==> config.mk <==
export PLATFORM = sky130hd
export DESIGN_NAME = id_ex_stage_flat
export DESIGN_NICKNAME = d
export VERILOG_FILES = /design/src/rtl/id_ex_stage_if.sv /design/src/rtl/id_ex_stage.sv /design/src/flat_wrapper.sv
export SDC_FILE = /design/constraint.sdc
export NUM_CORES = 1
export LEC_CHECK = 0
export BUFFER_PORTS_ARGS = -buffer_cell sky130_fd_sc_hd__clkbuf_2
export CAP_MARGIN = 0
export CORE_UTILIZATION = 44
export DETAILED_ROUTE_END_ITERATION = 8
export GPL_TIMING_DRIVEN = 0
export PLACE_DENSITY = 0.78
export SYNTH_ARGS = -nofsm -noshare
export SYNTH_HDL_FRONTEND = slang
export SYNTH_SLANG_ARGS = --single-unit
export TNS_END_PERCENT = 5
==> constraint.sdc <==
create_clock -name clock -period 1.9 [get_ports clock]
set_input_delay 0 -clock clock [delete_from_list [all_inputs] [get_ports clock]]
set_output_delay 0 -clock clock [all_outputs]
set_load 0.03 [all_outputs]
==> src/rtl/id_ex_stage_if.sv <==
// id_ex_stage_if: bundles the ID-side inputs, the control inputs (flush, hold,
// writeback) and the EX-side outputs of the ID/EX pipeline stage.
//   master : the surrounding pipeline. It drives id*, flush, memBusy and wb*,
//            and it reads stallIfId and ex*.
//   slave  : the ID/EX stage itself.
interface id_ex_stage_if;
  localparam int unsigned DataW  = 8;
  localparam int unsigned RegW   = 3;
  localparam int unsigned AluOpW = 3;

  // ID side
  logic              idValid;
  logic [RegW-1:0]   idRs1;
  logic [RegW-1:0]   idRs2;
  logic              idUsesRs2;
  logic [RegW-1:0]   idRd;
  logic [DataW-1:0]  idReadData1;
  logic [DataW-1:0]  idReadData2;
  logic [DataW-1:0]  idImm;
  logic              idRegWrite;
  logic              idMemRead;
  logic              idMemWrite;
  logic              idAluSrc;
  logic [AluOpW-1:0] idAluOp;

  // Pipeline control and writeback
  logic              flush;
  logic              memBusy;
  logic              wbRegWrite;
  logic [RegW-1:0]   wbRd;
  logic [DataW-1:0]  wbData;

  // EX side
  logic              stallIfId;
  logic              exValid;
  logic [RegW-1:0]   exRs1;
  logic [RegW-1:0]   exRs2;
  logic [RegW-1:0]   exRd;
  logic [DataW-1:0]  exA;
  logic [DataW-1:0]  exB;
  logic [DataW-1:0]  exImm;
  logic              exRegWrite;
  logic              exMemRead;
  logic              exMemWrite;
  logic              exAluSrc;
  logic [AluOpW-1:0] exAluOp;

  modport master (
    output idValid, idRs1, idRs2, idUsesRs2, idRd, idReadData1, idReadData2,
           idImm, idRegWrite, idMemRead, idMemWrite, idAluSrc, idAluOp,
           flush, memBusy, wbRegWrite, wbRd, wbData,
    input  stallIfId, exValid, exRs1, exRs2, exRd, exA, exB, exImm,
           exRegWrite, exMemRead, exMemWrite, exAluSrc, exAluOp
  );

  modport slave (
    input  idValid, idRs1, idRs2, idUsesRs2, idRd, idReadData1, idReadData2,
           idImm, idRegWrite, idMemRead, idMemWrite, idAluSrc, idAluOp,
           flush, memBusy, wbRegWrite, wbRd, wbData,
    output stallIfId, exValid, exRs1, exRs2, exRd, exA, exB, exImm,
           exRegWrite, exMemRead, exMemWrite, exAluSrc, exAluOp
  );
endinterface

==> src/rtl/id_ex_stage.sv <==
// id_ex_stage: the ID/EX pipeline register of the 8-bit, 8-register core.
// It captures the operands and decoded control from ID and presents them to
// EX one cycle later. It inserts a bubble on a load-use hazard and raises
// stallIfId for that cycle. It turns the ID instruction into a bubble on a
// branch flush. It holds everything while MEM is busy; during that hold the
// held operands are refreshed from the writeback port.
// Ports:
//   clock  : rising-edge clock
//   resetN : synchronous, active-low reset (clears every ex* field)
//   bus    : id_ex_stage_if.slave
//            inputs  : id*, flush, memBusy, wb*
//            outputs : ex* (registered), stallIfId (combinational)
module id_ex_stage (
  input  logic         clock,
  input  logic         resetN,
  id_ex_stage_if.slave bus
);
  localparam int unsigned DataW  = 8;
  localparam int unsigned RegW   = 3;
  localparam int unsigned AluOpW = 3;

  typedef struct packed {
    logic              valid;
    logic [RegW-1:0]   rs1;
    logic [RegW-1:0]   rs2;
    logic [RegW-1:0]   rd;
    logic [DataW-1:0]  a;
    logic [DataW-1:0]  b;
    logic [DataW-1:0]  imm;
    logic              regWrite;
    logic              memRead;
    logic              memWrite;
    logic              aluSrc;
    logic [AluOpW-1:0] aluOp;
  } exRegs_t;

  exRegs_t exQ;
  exRegs_t exD;
  logic    hazard;
  logic    wbHit;

  // Load-use detection: a load in EX whose destination the ID instruction reads.
  // Register 0 is hard-wired, so it never causes a hazard.
  always_comb begin : hazardDetect
    hazard = bus.idValid & exQ.valid & exQ.memRead & (exQ.rd != RegW'(0)) &
             ((exQ.rd == bus.idRs1) | (bus.idUsesRs2 & (exQ.rd == bus.idRs2)));
    // A flush redirects fetch, so it overrides the hazard stall. A hold always stalls.
    bus.stallIfId = bus.memBusy | (hazard & ~bus.flush);
  end

  // Writeback to a non-zero register; the hold refresh uses it.
  assign wbHit = bus.wbRegWrite & (bus.wbRd != RegW'(0));

  // Next-state selection in priority order: hold, bubble, load.
  always_comb begin : nextState
    exD = exQ;
    if (bus.memBusy) begin
      // Hold. Flush is ignored here; its source keeps it asserted until the hold ends.
      if (wbHit && (bus.wbRd == exQ.rs1)) begin
        exD.a = bus.wbData;
      end
      if (wbHit && (bus.wbRd == exQ.rs2)) begin
        exD.b = bus.wbData;
      end
    end else if (bus.flush || hazard) begin
      // Bubble: every field cleared, so no architectural side effects.
      exD = '0;
    end else begin
      exD.valid    = bus.idValid;
      exD.rs1      = bus.idRs1;
      exD.rs2      = bus.idRs2;
      exD.rd       = bus.idRd;
      exD.a        = bus.idReadData1;
      exD.b        = bus.idReadData2;
      exD.imm      = bus.idImm;
      exD.aluOp    = bus.idAluOp;
      // Side-effect controls are gated by idValid.
      exD.regWrite = bus.idValid & bus.idRegWrite;
      exD.memRead  = bus.idValid & bus.idMemRead;
      exD.memWrite = bus.idValid & bus.idMemWrite;
      exD.aluSrc   = bus.idValid & bus.idAluSrc;
    end
  end

  // ID/EX pipeline register
  always_ff @(posedge clock) begin : exReg
    if (!resetN) begin
      exQ <= '0;
    end else begin
      exQ <= exD;
    end
  end

  assign bus.exValid    = exQ.valid;
  assign bus.exRs1      = exQ.rs1;
  assign bus.exRs2      = exQ.rs2;
  assign bus.exRd       = exQ.rd;
  assign bus.exA        = exQ.a;
  assign bus.exB        = exQ.b;
  assign bus.exImm      = exQ.imm;
  assign bus.exRegWrite = exQ.regWrite;
  assign bus.exMemRead  = exQ.memRead;
  assign bus.exMemWrite = exQ.memWrite;
  assign bus.exAluSrc   = exQ.aluSrc;
  assign bus.exAluOp    = exQ.aluOp;
endmodule

==> src/flat_wrapper.sv <==
// flat-port wrapper written by rule: the top's interface ports become plain ports
module id_ex_stage_flat 
  (clock, resetN, bus_idValid, bus_idRs1, bus_idRs2, bus_idUsesRs2, bus_idRd, bus_idReadData1, bus_idReadData2, bus_idImm, bus_idRegWrite, bus_idMemRead, bus_idMemWrite, bus_idAluSrc, bus_idAluOp, bus_flush, bus_memBusy, bus_wbRegWrite, bus_wbRd, bus_wbData, bus_stallIfId, bus_exValid, bus_exRs1, bus_exRs2, bus_exRd, bus_exA, bus_exB, bus_exImm, bus_exRegWrite, bus_exMemRead, bus_exMemWrite, bus_exAluSrc, bus_exAluOp);
  id_ex_stage_if bus_i ();
  input  logic clock;
  input  logic resetN;
  input wire logic [$bits(bus_i.idValid)-1:0] bus_idValid;
  input wire logic [$bits(bus_i.idRs1)-1:0] bus_idRs1;
  input wire logic [$bits(bus_i.idRs2)-1:0] bus_idRs2;
  input wire logic [$bits(bus_i.idUsesRs2)-1:0] bus_idUsesRs2;
  input wire logic [$bits(bus_i.idRd)-1:0] bus_idRd;
  input wire logic [$bits(bus_i.idReadData1)-1:0] bus_idReadData1;
  input wire logic [$bits(bus_i.idReadData2)-1:0] bus_idReadData2;
  input wire logic [$bits(bus_i.idImm)-1:0] bus_idImm;
  input wire logic [$bits(bus_i.idRegWrite)-1:0] bus_idRegWrite;
  input wire logic [$bits(bus_i.idMemRead)-1:0] bus_idMemRead;
  input wire logic [$bits(bus_i.idMemWrite)-1:0] bus_idMemWrite;
  input wire logic [$bits(bus_i.idAluSrc)-1:0] bus_idAluSrc;
  input wire logic [$bits(bus_i.idAluOp)-1:0] bus_idAluOp;
  input wire logic [$bits(bus_i.flush)-1:0] bus_flush;
  input wire logic [$bits(bus_i.memBusy)-1:0] bus_memBusy;
  input wire logic [$bits(bus_i.wbRegWrite)-1:0] bus_wbRegWrite;
  input wire logic [$bits(bus_i.wbRd)-1:0] bus_wbRd;
  input wire logic [$bits(bus_i.wbData)-1:0] bus_wbData;
  output wire logic [$bits(bus_i.stallIfId)-1:0] bus_stallIfId;
  output wire logic [$bits(bus_i.exValid)-1:0] bus_exValid;
  output wire logic [$bits(bus_i.exRs1)-1:0] bus_exRs1;
  output wire logic [$bits(bus_i.exRs2)-1:0] bus_exRs2;
  output wire logic [$bits(bus_i.exRd)-1:0] bus_exRd;
  output wire logic [$bits(bus_i.exA)-1:0] bus_exA;
  output wire logic [$bits(bus_i.exB)-1:0] bus_exB;
  output wire logic [$bits(bus_i.exImm)-1:0] bus_exImm;
  output wire logic [$bits(bus_i.exRegWrite)-1:0] bus_exRegWrite;
  output wire logic [$bits(bus_i.exMemRead)-1:0] bus_exMemRead;
  output wire logic [$bits(bus_i.exMemWrite)-1:0] bus_exMemWrite;
  output wire logic [$bits(bus_i.exAluSrc)-1:0] bus_exAluSrc;
  output wire logic [$bits(bus_i.exAluOp)-1:0] bus_exAluOp;
  assign bus_i.idValid = bus_idValid;
  assign bus_i.idRs1 = bus_idRs1;
  assign bus_i.idRs2 = bus_idRs2;
  assign bus_i.idUsesRs2 = bus_idUsesRs2;
  assign bus_i.idRd = bus_idRd;
  assign bus_i.idReadData1 = bus_idReadData1;
  assign bus_i.idReadData2 = bus_idReadData2;
  assign bus_i.idImm = bus_idImm;
  assign bus_i.idRegWrite = bus_idRegWrite;
  assign bus_i.idMemRead = bus_idMemRead;
  assign bus_i.idMemWrite = bus_idMemWrite;
  assign bus_i.idAluSrc = bus_idAluSrc;
  assign bus_i.idAluOp = bus_idAluOp;
  assign bus_i.flush = bus_flush;
  assign bus_i.memBusy = bus_memBusy;
  assign bus_i.wbRegWrite = bus_wbRegWrite;
  assign bus_i.wbRd = bus_wbRd;
  assign bus_i.wbData = bus_wbData;
  assign bus_stallIfId = bus_i.stallIfId;
  assign bus_exValid = bus_i.exValid;
  assign bus_exRs1 = bus_i.exRs1;
  assign bus_exRs2 = bus_i.exRs2;
  assign bus_exRd = bus_i.exRd;
  assign bus_exA = bus_i.exA;
  assign bus_exB = bus_i.exB;
  assign bus_exImm = bus_i.exImm;
  assign bus_exRegWrite = bus_i.exRegWrite;
  assign bus_exMemRead = bus_i.exMemRead;
  assign bus_exMemWrite = bus_i.exMemWrite;
  assign bus_exAluSrc = bus_i.exAluSrc;
  assign bus_exAluOp = bus_i.exAluOp;
  id_ex_stage u_core (.clock(clock), .resetN(resetN), .bus(bus_i));
endmodule
[Yosys cells after proc, flatten, opt, wreduce, memory -nomap -nowiden]
Cells that the tools add are included.
Widths: inputs -> output; s select.
Word-level totals
  input port bits: 58
  output and inout bits: 42
  logic and storage cells: 41
  register bits after elaboration: 41
Cells by class
  mux-type cells: 4
  bitwise gates (word level): 14
  eq/ne operators: 6
  reduce and logical (&&, ||, !) cells: 5
Operators by type and width (number)
  $mux 41: 1
  $mux 16: 1
  $mux 8: 2
  $eq 3x3->1: 4
  $and 1x1->1: 11
  $reduce_bool 3->1: 2
  $ne 2x1->1 const B: 2
  $logic_and 1x1->1: 2
  $or 1x1->1: 2
  $logic_or 1x1->1: 1
  $not 1->1: 1

[Logic depth before layout (Yosys ltp)]
Gate-level depths: netlist of the first run.
  depth in word-level cells: 7
  mapped depth: 7
  gate-level depth less buffers: 5

[Least setup slack after synthesis of the first run]
Ideal clock, no wire load.
  path kind: flip-flop to output port
  start: reg u_core.exQ (netlist bit u_core.bus.exRd[0])
  end: out bus_stallIfId
  cell stages (with the launch flop): 7
  required time: 1900 ps
  buffers on the path: 2
  arrival time: 1765 ps
  slack: 135 ps
  cells stage by stage: dfxtp_1 xnor2_1 nand4_1 a21o_2 buf_6 buf_6 o21bai_1
On the way
  longest elaborated chain between the ends: 6
Ends and longest elaborated chain
  start: declaration: RTL line id_ex_stage.sv:37  | exRegs_t exQ;
  start signal: assignment: RTL line id_ex_stage.sv:88  | exQ <= '0;
  start signal: assignment: RTL line id_ex_stage.sv:90  | exQ <= exD;
  $eq 3x3->1: RTL line id_ex_stage.sv:46  | ((exQ.rd == bus.idRs1) | (bus.idUsesRs2 & (exQ.rd == bus.idRs2)));
  $and 1x1->1: RTL line id_ex_stage.sv:46
  $or 1x1->1: RTL line id_ex_stage.sv:46
  $and 1x1->1 (*): RTL line id_ex_stage.sv:45  | hazard = bus.idValid & exQ.valid & exQ.memRead & (exQ.rd != RegW'(0)) &
  $and 1x1->1 (*): RTL line id_ex_stage.sv:48  | bus.stallIfId = bus.memBusy | (hazard & ~bus.flush);
  $or 1x1->1 (*): RTL line id_ex_stage.sv:48
  end: declaration: RTL line flat_wrapper.sv:25  | output wire logic [$bits(bus_i.stallIfId)-1:0] bus_stallIfId;
Every way passes the cells marked *; elsewhere a longest branch is shown, timed or not.

[Final worst setup path of the first run]
Same ends and word-level chain as after synthesis.

==> results of run 1 <==
per-layer routing:
metal  track usage (%)  wire (um)  share of wire, %
met1              28.8       2350                41
met2              46.9       2820                50
met3              6.76        367               6.5
met4              9.57        131               2.3
met5                 0          0                 0
worst paths after layout:
kind / end / slack (ps) / cells after the start
worst min register to register: u_core.bus.exAluSrc$_SDFFE_PN0N_ / 470 / 1
worst max register to register: u_core.bus.exB[4]$_SDFFE_PN0P_ / 260 / 7
worst max-delay path: bus_stallIfId / 110 / 7
worst min-delay path: u_core.bus.exAluOp[0]$_SDFFE_PN0N_ / 10 / 3
state kept, by name (all words and copies together), names as in the netlist, 3 cells and up:
signal	cells
u_core.bus.exA	8
u_core.bus.exB	8
u_core.bus.exImm	8
u_core.bus.exAluOp	3
u_core.bus.exRd	3
u_core.bus.exRs1	3
u_core.bus.exRs2	3
layout make-up:
type,count,area (um2)
Multi-Input combinational cell,144,986
Sequential cell,41,827
Timing Repair Buffer,127,783
Fill cell,319,1240
Tap cell,50,62.6
Clock inverter,1,5.00
Clock buffer,5,68.8
Buffer,15,85.1
report_power, final:
part,internal [W],switching [W],leakage (nW)
logic,0.000190,0.000257,0.889
registers,0.000902,0.0000286,0.338
clock network,0.000242,0.000288,0.0399
worst max-delay path, cell delays in order (launching register included):
cell	delay (ps)
dfxtp_2	360
or3_1	380
nand4_1	120
a21o_2	120
buf_6	140
buf_6	160
o21bai_4	60
buf_4	160
through the flow:
step,setup WS (ps),hold WS (ps)
5_1_grt,19.5,21.8
3_3_place_gp,305,241
2_1_floorplan,135,133
3_5_place_dp,244,245
6_report,114,11.2
4_1_cts,26.2,3.16
layout by cell type, fill, tap and decap left out, types with 2 or more instances in the layout:
master          n
clkbuf_2       97
nor2_1         41
dfxtp_1        38
dlygate4sd3_1  29
a32oi_1        20
nor2b_1        20
a21oi_1        16
a41oi_1        16
clkbuf_1        7
xnor2_1         6
xor2_1          6
buf_2           5
clkbuf_8        5
a32o_1          4
buf_6           3
nand4_1         2
nor3_2          2
dfxtp_2         2
cell families (layout without fill, tap and decap cells):
group                  after synthesis  after routing  share of synthesized area, %
XOR/XNOR                            12             12                          5.59
buffers and inverters               15            148                          4.52
AO/OA/AOI/OAI                       62             62                          27.9
flip-flops                          41             41                          43.6
AND/OR/NAND/NOR                     70             70                          18.3
repair_timing:
action | in CTS | in global routing
hold endpoints to repair | 29 | 0
hold buffers | 29 | 0
gates resized for setup | 2 | 6
endpoints found under the setup margin | 1 | 1
==> run metrics, run 1 <==
clock tree from TritonCTS done; Clk Latency, worst-skew pair 290 ps; detailed-routing iteration count for the pre-antenna-repair pass 4; total of max-cap violations 0; largest net degree at the start of global routing 12; global-route wire length before repair 8.63 mm; Synth Flop Type dfxtp_1; Max Root-Sink Buffers 2; sum of net half-perimeters after detailed placement 3.88 mm; final weighted congestion in routability-driven placement 0.865; overall die area 4540 um2; # DRC 0; number of antenna violations at the first check in global routing 0; overall routing resource usage 25.9%; origin of the critical flop-to-flop path u_core.bus.exRd[2]$_SDFFE_PN0N_; slew margin rel. 46.4%; I/O pins 100; number of post-CTS setup repair buffers 0; number of antenna repair diodes 0; placed cell area 2430 um2; final antenna-violating net count 0; Nets 392; overflow left after global routing 0; leakage power of the design 1.27 nW; clock root buffer clkbuf_8; Worst Skew 6.02 ps; final total power 0.00191 W; overall routed net length 5.67 mm; part of the Yosys area used for sequential elements 43.6%; Initial Utilization 46.3%; number of rows created at floorplan 23; crit path launch u_core.bus.exRd[0]$_SDFFE_PN0N_; total via count after detailed routing 2,053; count of buffers inserted at the top-level ports 98; Synth Instances 200; Netlist cell types 25; mean routed wirelength per cell 14.8 um; final clock period utilization by the worst path 94.0%; Power Density 677 nW/um2; Critical Path End Type output pin; final hold violation count 0; number of pins with negative max-slew slack in the final report 0; total negative slack for setup checks 0 ps; min cycle time layout 1790 ps; average via count per standard cell 5.36; area growth from synthesis to layout 49.8%; horizontal die dimension 67.4 um; slew of the pin with the lowest slew margin 795 ps; CP Max Fanout 10; area share of the leading cell type in the synthesized netlist 43.6%; top post-synthesis cells by count 41 x dfxtp_1, 41 x nor2_1, 20 x a32oi_1, 20 x nor2b_1; unrepaired setup endpoints after global routing false; Post-Route Utilization 69.4%; peak supply drop 0.518 mV; crit start category flop; kind of critical path flop to output pin; outcome finished, final reports clean; Syn Area/Cell 9.40 um2; endpoint required time on the critical path 1900 ps; Fmax achieved 560 MHz; HP Class primary input to flop; syn nets 258; fraction of registers with async set/reset 0%; clock sinks 41; mapped cell area 1880 um2; die outline height 67.4 um; yosys synthesis warning count 0; cell taking the most area after synthesis dfxtp_1; dominant cells by area after synthesis dfxtp_1 44%, a32oi_1 9.3%, nor2_1 8.2%; number of global-route vias before repair 1,963; flop and latch count out of synthesis 41; finished layout cell area 2820 um2; placed cells 348; number of buffers added by the clock tree synthesis step 5; count of flip-flops with a built-in enable after synthesis 0; number of H-tree levels 2; endpoints failing setup 0; Iteration-0 DRC Markers 133; Core Footprint 4060 um2; clock-pin slew on the worst setup and hold paths 80 ps; Final Non-Filler Cells 383; Worst Path Arrival 1790 ps; fraction of final layout cells with drive strength greater than 1 36.9%; min-delay src bus_idAluOp[0]
(Power assumes the default switching activity.)
==> run 2: changes to the inputs <==
Settings changed: CORE_MARGIN set to 2.
Clock period 1.9 ns to 1.7 ns, I/O delays scaled along.
==> run metrics, run 2 (synthesized netlist as in run 1, its figures left out) <==
outcome complete, but fails checks (was finished, final reports clean); failing checks negative hold slack; worst slack at placement 79.3 ps (was 244 ps); destination of the worst hold path u_core.bus.exA[0]$_SDFFE_PN0P_ (was u_core.bus.exAluOp[0]$_SDFFE_PN0N_); delay contributed by the slowest stage of the critical path 390 ps (was 380 ps); clock root buffer clkbuf_8 (unchanged); number of antenna repair diodes 0 (unchanged); overall die area 4810 um2 (was 4540 um2); leakage power of the design 1.30 nW (was 1.27 nW); number of buffers added by the clock tree synthesis step 5 (unchanged); final weighted congestion in routability-driven placement 0.827 (was 0.865); number of pins with negative max-slew slack in the final report 0 (unchanged); endpoint required time on the critical path 1700 ps (was 1900 ps); clock-pin slew on the worst setup and hold paths 70 ps (was 80 ps); overflow left after global routing 0 (unchanged); die outline height 69.4 um (was 67.4 um); Critical Path End Type output pin (unchanged); crit start category flop (unchanged); most common cell after layout, fill and taps aside clkbuf_2 (unchanged); sum of net half-perimeters after detailed placement 3.95 mm (was 3.88 mm); global-route wire length before repair 9.50 mm (was 8.63 mm); min cycle time layout 1620 ps; unrepaired setup endpoints after global routing false (unchanged); Fmax achieved 617 MHz; I/O pins 100 (unchanged); count of fill cells added during filler insertion 328 (was 319); cell family with most CP delay simple AND/OR/NAND/NOR gates (unchanged); final worst setup slack 80.5 ps (was 114 ps); final clock period utilization by the worst path 95.3%; min-delay src bus_idReadData1[0] (was bus_idAluOp[0]); kind of critical path flop to output pin (unchanged); origin of the critical flop-to-flop path u_core.bus.exRd[0]$_SDFFE_PN0N_ (was u_core.bus.exRd[2]$_SDFFE_PN0N_); sum of buffers and inverters on the critical path 2 (was 3); endpoints failing setup 0 (unchanged); number of H-tree levels 2 (unchanged); number of global-route vias before repair 2,063 (was 1,963); Power Density 757 nW/um2 (was 677 nW/um2); crit path max-delay cell type or3_4 (was or3_1); Worst Skew 3.31 ps (was 6.02 ps); Clk Latency, worst-skew pair 290 ps (about the same); Worst Hold Depth 3 (unchanged); final antenna-violating net count 0 (unchanged); slew margin rel. 59.4% (was 46.4%); Max Root-Sink Buffers 2 (unchanged); commonest non-fill, non-tap cells in the layout 97 x clkbuf_2, 41 x nor2_1, 38 x dfxtp_1 (unchanged); largest net degree at the start of global routing 12 (unchanged); clock sinks 41 (unchanged); peak supply drop 0.432 mV (was 0.518 mV); overall routing resource usage 24.3% (was 25.9%); horizontal die dimension 69.4 um (was 67.4 um); clock tree from TritonCTS done (unchanged); slew of the pin with the lowest slew margin 607 ps (was 795 ps); fraction of final layout cells with drive strength greater than 1 37.7% (was 36.9%); total via count after detailed routing 2,077 (was 2,053); Worst Path Arrival 1620 ps (was 1790 ps); mean routed wirelength per cell 14.7 um (was 14.8 um); Fin Hold WS -1.79 ps (was 11.2 ps); internal reg-to-reg setup slack 100 ps (was 260 ps); total of max-cap violations 0 (unchanged); CP Max Fanout 6 (was 10); overall routed net length 5.71 mm (was 5.67 mm); Iteration-0 DRC Markers 157 (was 133); Worst Reg2Reg Path Length in Cells 7 (unchanged); number of antenna violations at the first check in global routing 0 (unchanged); final hold violation count 1 (was 0); total negative slack for setup checks 0 ps (unchanged); Core Footprint 4060 um2 (unchanged); Nets 395 (was 392); number of rows created at floorplan 23 (unchanged); HP Class primary input to flop (unchanged); count of buffers inserted at the top-level ports 98 (unchanged); FF-to-FF End u_core.bus.exB[2]$_SDFFE_PN0P_ (was u_core.bus.exB[4]$_SDFFE_PN0P_); area growth from synthesis to layout 53.3% (was 49.8%); average via count per standard cell 5.37 (was 5.36); # DRC 0 (unchanged); critical path, cell by cell or3_4 > nand4_1 > a21o_2 > buf_12 > o21bai_2 > buf_6 (was or3_1 > nand4_1 > a21o_2 > buf_6 > buf_6 > o21bai_4 > buf_4); Initial Utilization 46.3% (unchanged); detailed-routing iteration count for the pre-antenna-repair pass 4 (unchanged)
## run 2: cell type report
type / count / area, um2 / share of cell area [%]
flip-flops and latches: 41 / 830 / 28.8
plain buffers: 14 / 82.6 / 2.86
well taps: 50 / 62.6 / 2.17
clock buffers: 7 / 86.3 / 2.99
multi-input cells: 144 / 1000 / 34.8
repair buffers: 131 / 820 / 28.4
## run 2: per-layer routing
metal | share of wire, % | GRT usage, % | up-vias
li1 | - | - | 1027
met1 | 41 | 28.6 | 956
met2 | 49 | 42.1 | 86
met3 | 8.6 | 7.70 | 8
met4 | 1.6 | 7.41 | 0
met5 | 0 | 0 | -
## run 2: worst max path at each step
stage                     depth (start not counted)                                to                             start  slack [ps]
after floorplan                                   6  u_core.bus.exAluSrc$_SDFFE_PN0N_   u_core.bus.exRd[0]$_SDFFE_PN0N_          10
after global routing                              5    u_core.bus.exA[5]$_SDFFE_PN0P_  u_core.bus.exRs1[0]$_SDFFE_PN0N_         0.9
final                                             6                     bus_stallIfId   u_core.bus.exRd[0]$_SDFFE_PN0N_          80
after CTS                                         6                     bus_stallIfId   u_core.bus.exRd[2]$_SDFFE_PN0N_          50
after detailed placement                          6  u_core.bus.exAluSrc$_SDFFE_PN0N_   u_core.bus.exRd[2]$_SDFFE_PN0N_          80
after global placement                            6  u_core.bus.exAluSrc$_SDFFE_PN0N_   u_core.bus.exRd[0]$_SDFFE_PN0N_         100
## run 2: power breakdown
part           internal (W)  switching, W  total (W)  leakage [nW]
logic              0.000217      0.000291   0.000509         0.914
clock network      0.000322      0.000313   0.000635        0.0443
registers           0.00101     0.0000321    0.00104         0.338
## run 2: worst reg2reg max path: stages, from the launching register on
cell and delay (ps):
dfxtp_2 350, or3_4 400, nand4_1 130, a21o_2 140
buf_12 110, buf_4 160, a41oi_1 120, nor2_1 130
## run 2: through the flow
stage               utilization [%]  cell area, um2  power, W  instances  hold slack [ps]
floorplan                         -            1880   0.00134        200              132
finish                         71.0            2880   0.00218        387            -1.79
global placement               60.1            2440   0.00150        348              242
global route                   71.0            2880   0.00229        387             7.25
CTS                            70.2            2850   0.00219        387            0.334
detailed placement             60.1            2440   0.00150        348              248
## run 2: timing repair
item	CTS	global route
setup buffers	3	0
hold endpoints to repair	30	0
resized for setup	6	7
pin swaps	0	2
setup endpoints to repair	1	10
hold buffers	30	0
==> run 3: changes to the inputs <==
Settings changed: SETUP_SLACK_MARGIN set to 0.1.
==> run metrics, run 3 (synthesized netlist as in run 1, its figures left out) <==
outcome finished, final reports clean (was complete, but fails checks); clock sinks 41 (unchanged); Post-Route Utilization 75.2% (was 71.0%); Worst Skew 4.36 ps (was 3.31 ps); endpoints failing setup 0 (unchanged); area growth from synthesis to layout 62.2% (was 53.3%); final weighted congestion in routability-driven placement 0.827 (unchanged); number of rows created at floorplan 23 (unchanged); Critical Path End Type flop (was output pin); most common cell after layout, fill and taps aside clkbuf_2 (unchanged); average via count per standard cell 5.45 (was 5.37); final hold violation count 0 (was 1); clock tree from TritonCTS done (unchanged); commonest non-fill, non-tap cells in the layout 97 x clkbuf_2, 41 x nor2_1, 38 x dfxtp_1 (unchanged); final total power 0.00222 W (was 0.00218 W); CP Max Fanout 9 (was 6); total of max-cap violations 0 (unchanged); finished layout cell area 3050 um2 (was 2880 um2); horizontal die dimension 69.4 um (unchanged); placed cells 348 (unchanged); unrepaired setup endpoints after global routing true (was false); count of fill cells added during filler insertion 287 (was 328); count of buffers inserted at the top-level ports 98 (unchanged); number of buffers added by the clock tree synthesis step 5 (unchanged); critical path, cell by cell xnor2_2 > nand3_1 > a21o_2 > buf_6 > buf_8 > buf_6 > a41oi_1 > nor2_1 (was or3_4 > nand4_1 > a21o_2 > buf_12 > o21bai_2 > buf_6); Clk Latency, worst-skew pair 290 ps (about the same); number of antenna violations at the first check in global routing 0 (unchanged); final antenna-violating net count 0 (unchanged); overall routing resource usage 24.7% (was 24.3%); cell family with most CP delay compound AO/OA/AOI/OAI gates (was simple AND/OR/NAND/NOR gates); slew margin rel. 55.6% (was 59.4%); clock root buffer clkbuf_8 (unchanged); die outline height 69.4 um (unchanged); mean routed wirelength per cell 15.4 um (was 14.7 um); Iteration-0 DRC Markers 209 (was 157); kind of critical path flop to flop (was flop to output pin); Max Root-Sink Buffers 2 (unchanged); Final Non-Filler Cells 393 (was 387); number of pins with negative max-slew slack in the final report 0 (unchanged); overall die area 4810 um2 (unchanged); global-route wire length before repair 9.65 mm (was 9.50 mm); overall routed net length 6.05 mm (was 5.71 mm); overflow left after global routing 0 (unchanged); Nets 401 (was 395); crit start category flop (unchanged); Initial Utilization 46.3% (unchanged); leakage power of the design 1.36 nW (was 1.30 nW); sum of buffers and inverters on the critical path 3 (was 2); crit path max-delay cell type dfxtp_4 (was or3_4); number of global-route vias before repair 2,062 (was 2,063); Fmax achieved 591 MHz (was 617 MHz); delay contributed by the slowest stage of the critical path 380 ps (was 390 ps); Core Footprint 4060 um2 (unchanged); endpoint required time on the critical path 1890 ps (was 1700 ps); total via count after detailed routing 2,141 (was 2,077); largest net degree at the start of global routing 12 (unchanged); placed cell area 2440 um2 (unchanged); most frequent cell on the critical path buf_6; Worst Path Arrival 1880 ps (was 1620 ps); fraction of final layout cells with drive strength greater than 1 42.0% (was 37.7%); # DRC 0 (unchanged); slew of the pin with the lowest slew margin 663 ps (was 607 ps); number of H-tree levels 2 (unchanged); detailed-routing iteration count for the pre-antenna-repair pass 4 (unchanged); clock-pin slew on the worst setup and hold paths 80 ps (was 70 ps); final worst setup slack 8.31 ps (was 80.5 ps); number of antenna repair diodes 0 (unchanged); I/O pins 100 (unchanged); min cycle time layout 1690 ps (was 1620 ps); sum of net half-perimeters after detailed placement 3.95 mm (unchanged); Power Density 727 nW/um2 (was 757 nW/um2); final clock period utilization by the worst path 99.5% (was 95.3%); HP Class primary input to flop (unchanged); peak supply drop 0.432 mV (about the same); worst slack at placement 79.3 ps (unchanged)
## run 3: changes by cell type in the layout (fill, tap and decap cells not counted), sizes merged
cell  change
buf       +6
## run 3: worst paths after layout
path | from | endpoint | slack, ps | depth (start not counted)
worst max-delay path | u_core.bus.exRd[0]$_SDFFE_PN0N_ | u_core.bus.exB[1]$_SDFFE_PN0P_ | 8 | 8
worst min-delay path | bus_idAluOp[2] | u_core.bus.exAluOp[2]$_SDFFE_PN0N_ | 6 | 3
worst max register to register | u_core.bus.exRd[0]$_SDFFE_PN0N_ | u_core.bus.exB[1]$_SDFFE_PN0P_ | 8 | 8
worst min register to register | u_core.bus.exB[7]$_SDFFE_PN0P_ | u_core.bus.exB[7]$_SDFFE_PN0P_ | 470 | 2
## run 3: worst reg2reg max path: stages, from the launching register on
cell	delay [ps]
dfxtp_4	380
xnor2_2	180
nand3_1	110
a21o_2	240
buf_6	120
buf_8	110
buf_6	130
a41oi_1	270
nor2_1	60
## run 3: layout make-up
type                            count  area (um2)  share of cell area (%)
Multi-Input combinational cell    144        1100                    36.0
Timing Repair Buffer              136         876                    28.7
Sequential cell                    41         832                    27.3
Buffer                             15        95.1                    3.12
Clock buffer                        7        86.3                    2.83
Tap cell                           50        62.6                    2.05
## run 3: per-stage QoR
stage / hold WS, ps / TNS [ps]
after global placement: 242 / 0
after global routing: 7.29 / -256
final: 6.16 / 0
after floorplan: 132 / 0
after CTS: 0.334 / 0
after detailed placement: 248 / 0
## run 3: report_power, final
part	total [W]	internal (W)	switching, W	leakage (nW)
Clock	0.000640	0.000322	0.000318	0.0443
Combinational	0.000540	0.000232	0.000308	0.974
Sequential	0.00104	0.00101	0.0000326	0.338
## run 3: repair_timing
action	in CTS	in global routing
resized for setup	17	16
gates cloned	1	0
endpoints found under the hold margin	30	0
buffers inserted	4	3
hold buffers	30	0
endpoints found under the setup margin	25	26
pin swaps	4	27
## run 3: metal layers
layer  vias to the layer above  global-route usage [%]  part of all wire (%)
met4                         0                    6.75                   1.5
met3                         8                    7.56                   9.3
li1                       1040                       -                     -
met5                         -                       0                     0
met1                       987                    29.6                    40
met2                       106                    42.8                    49
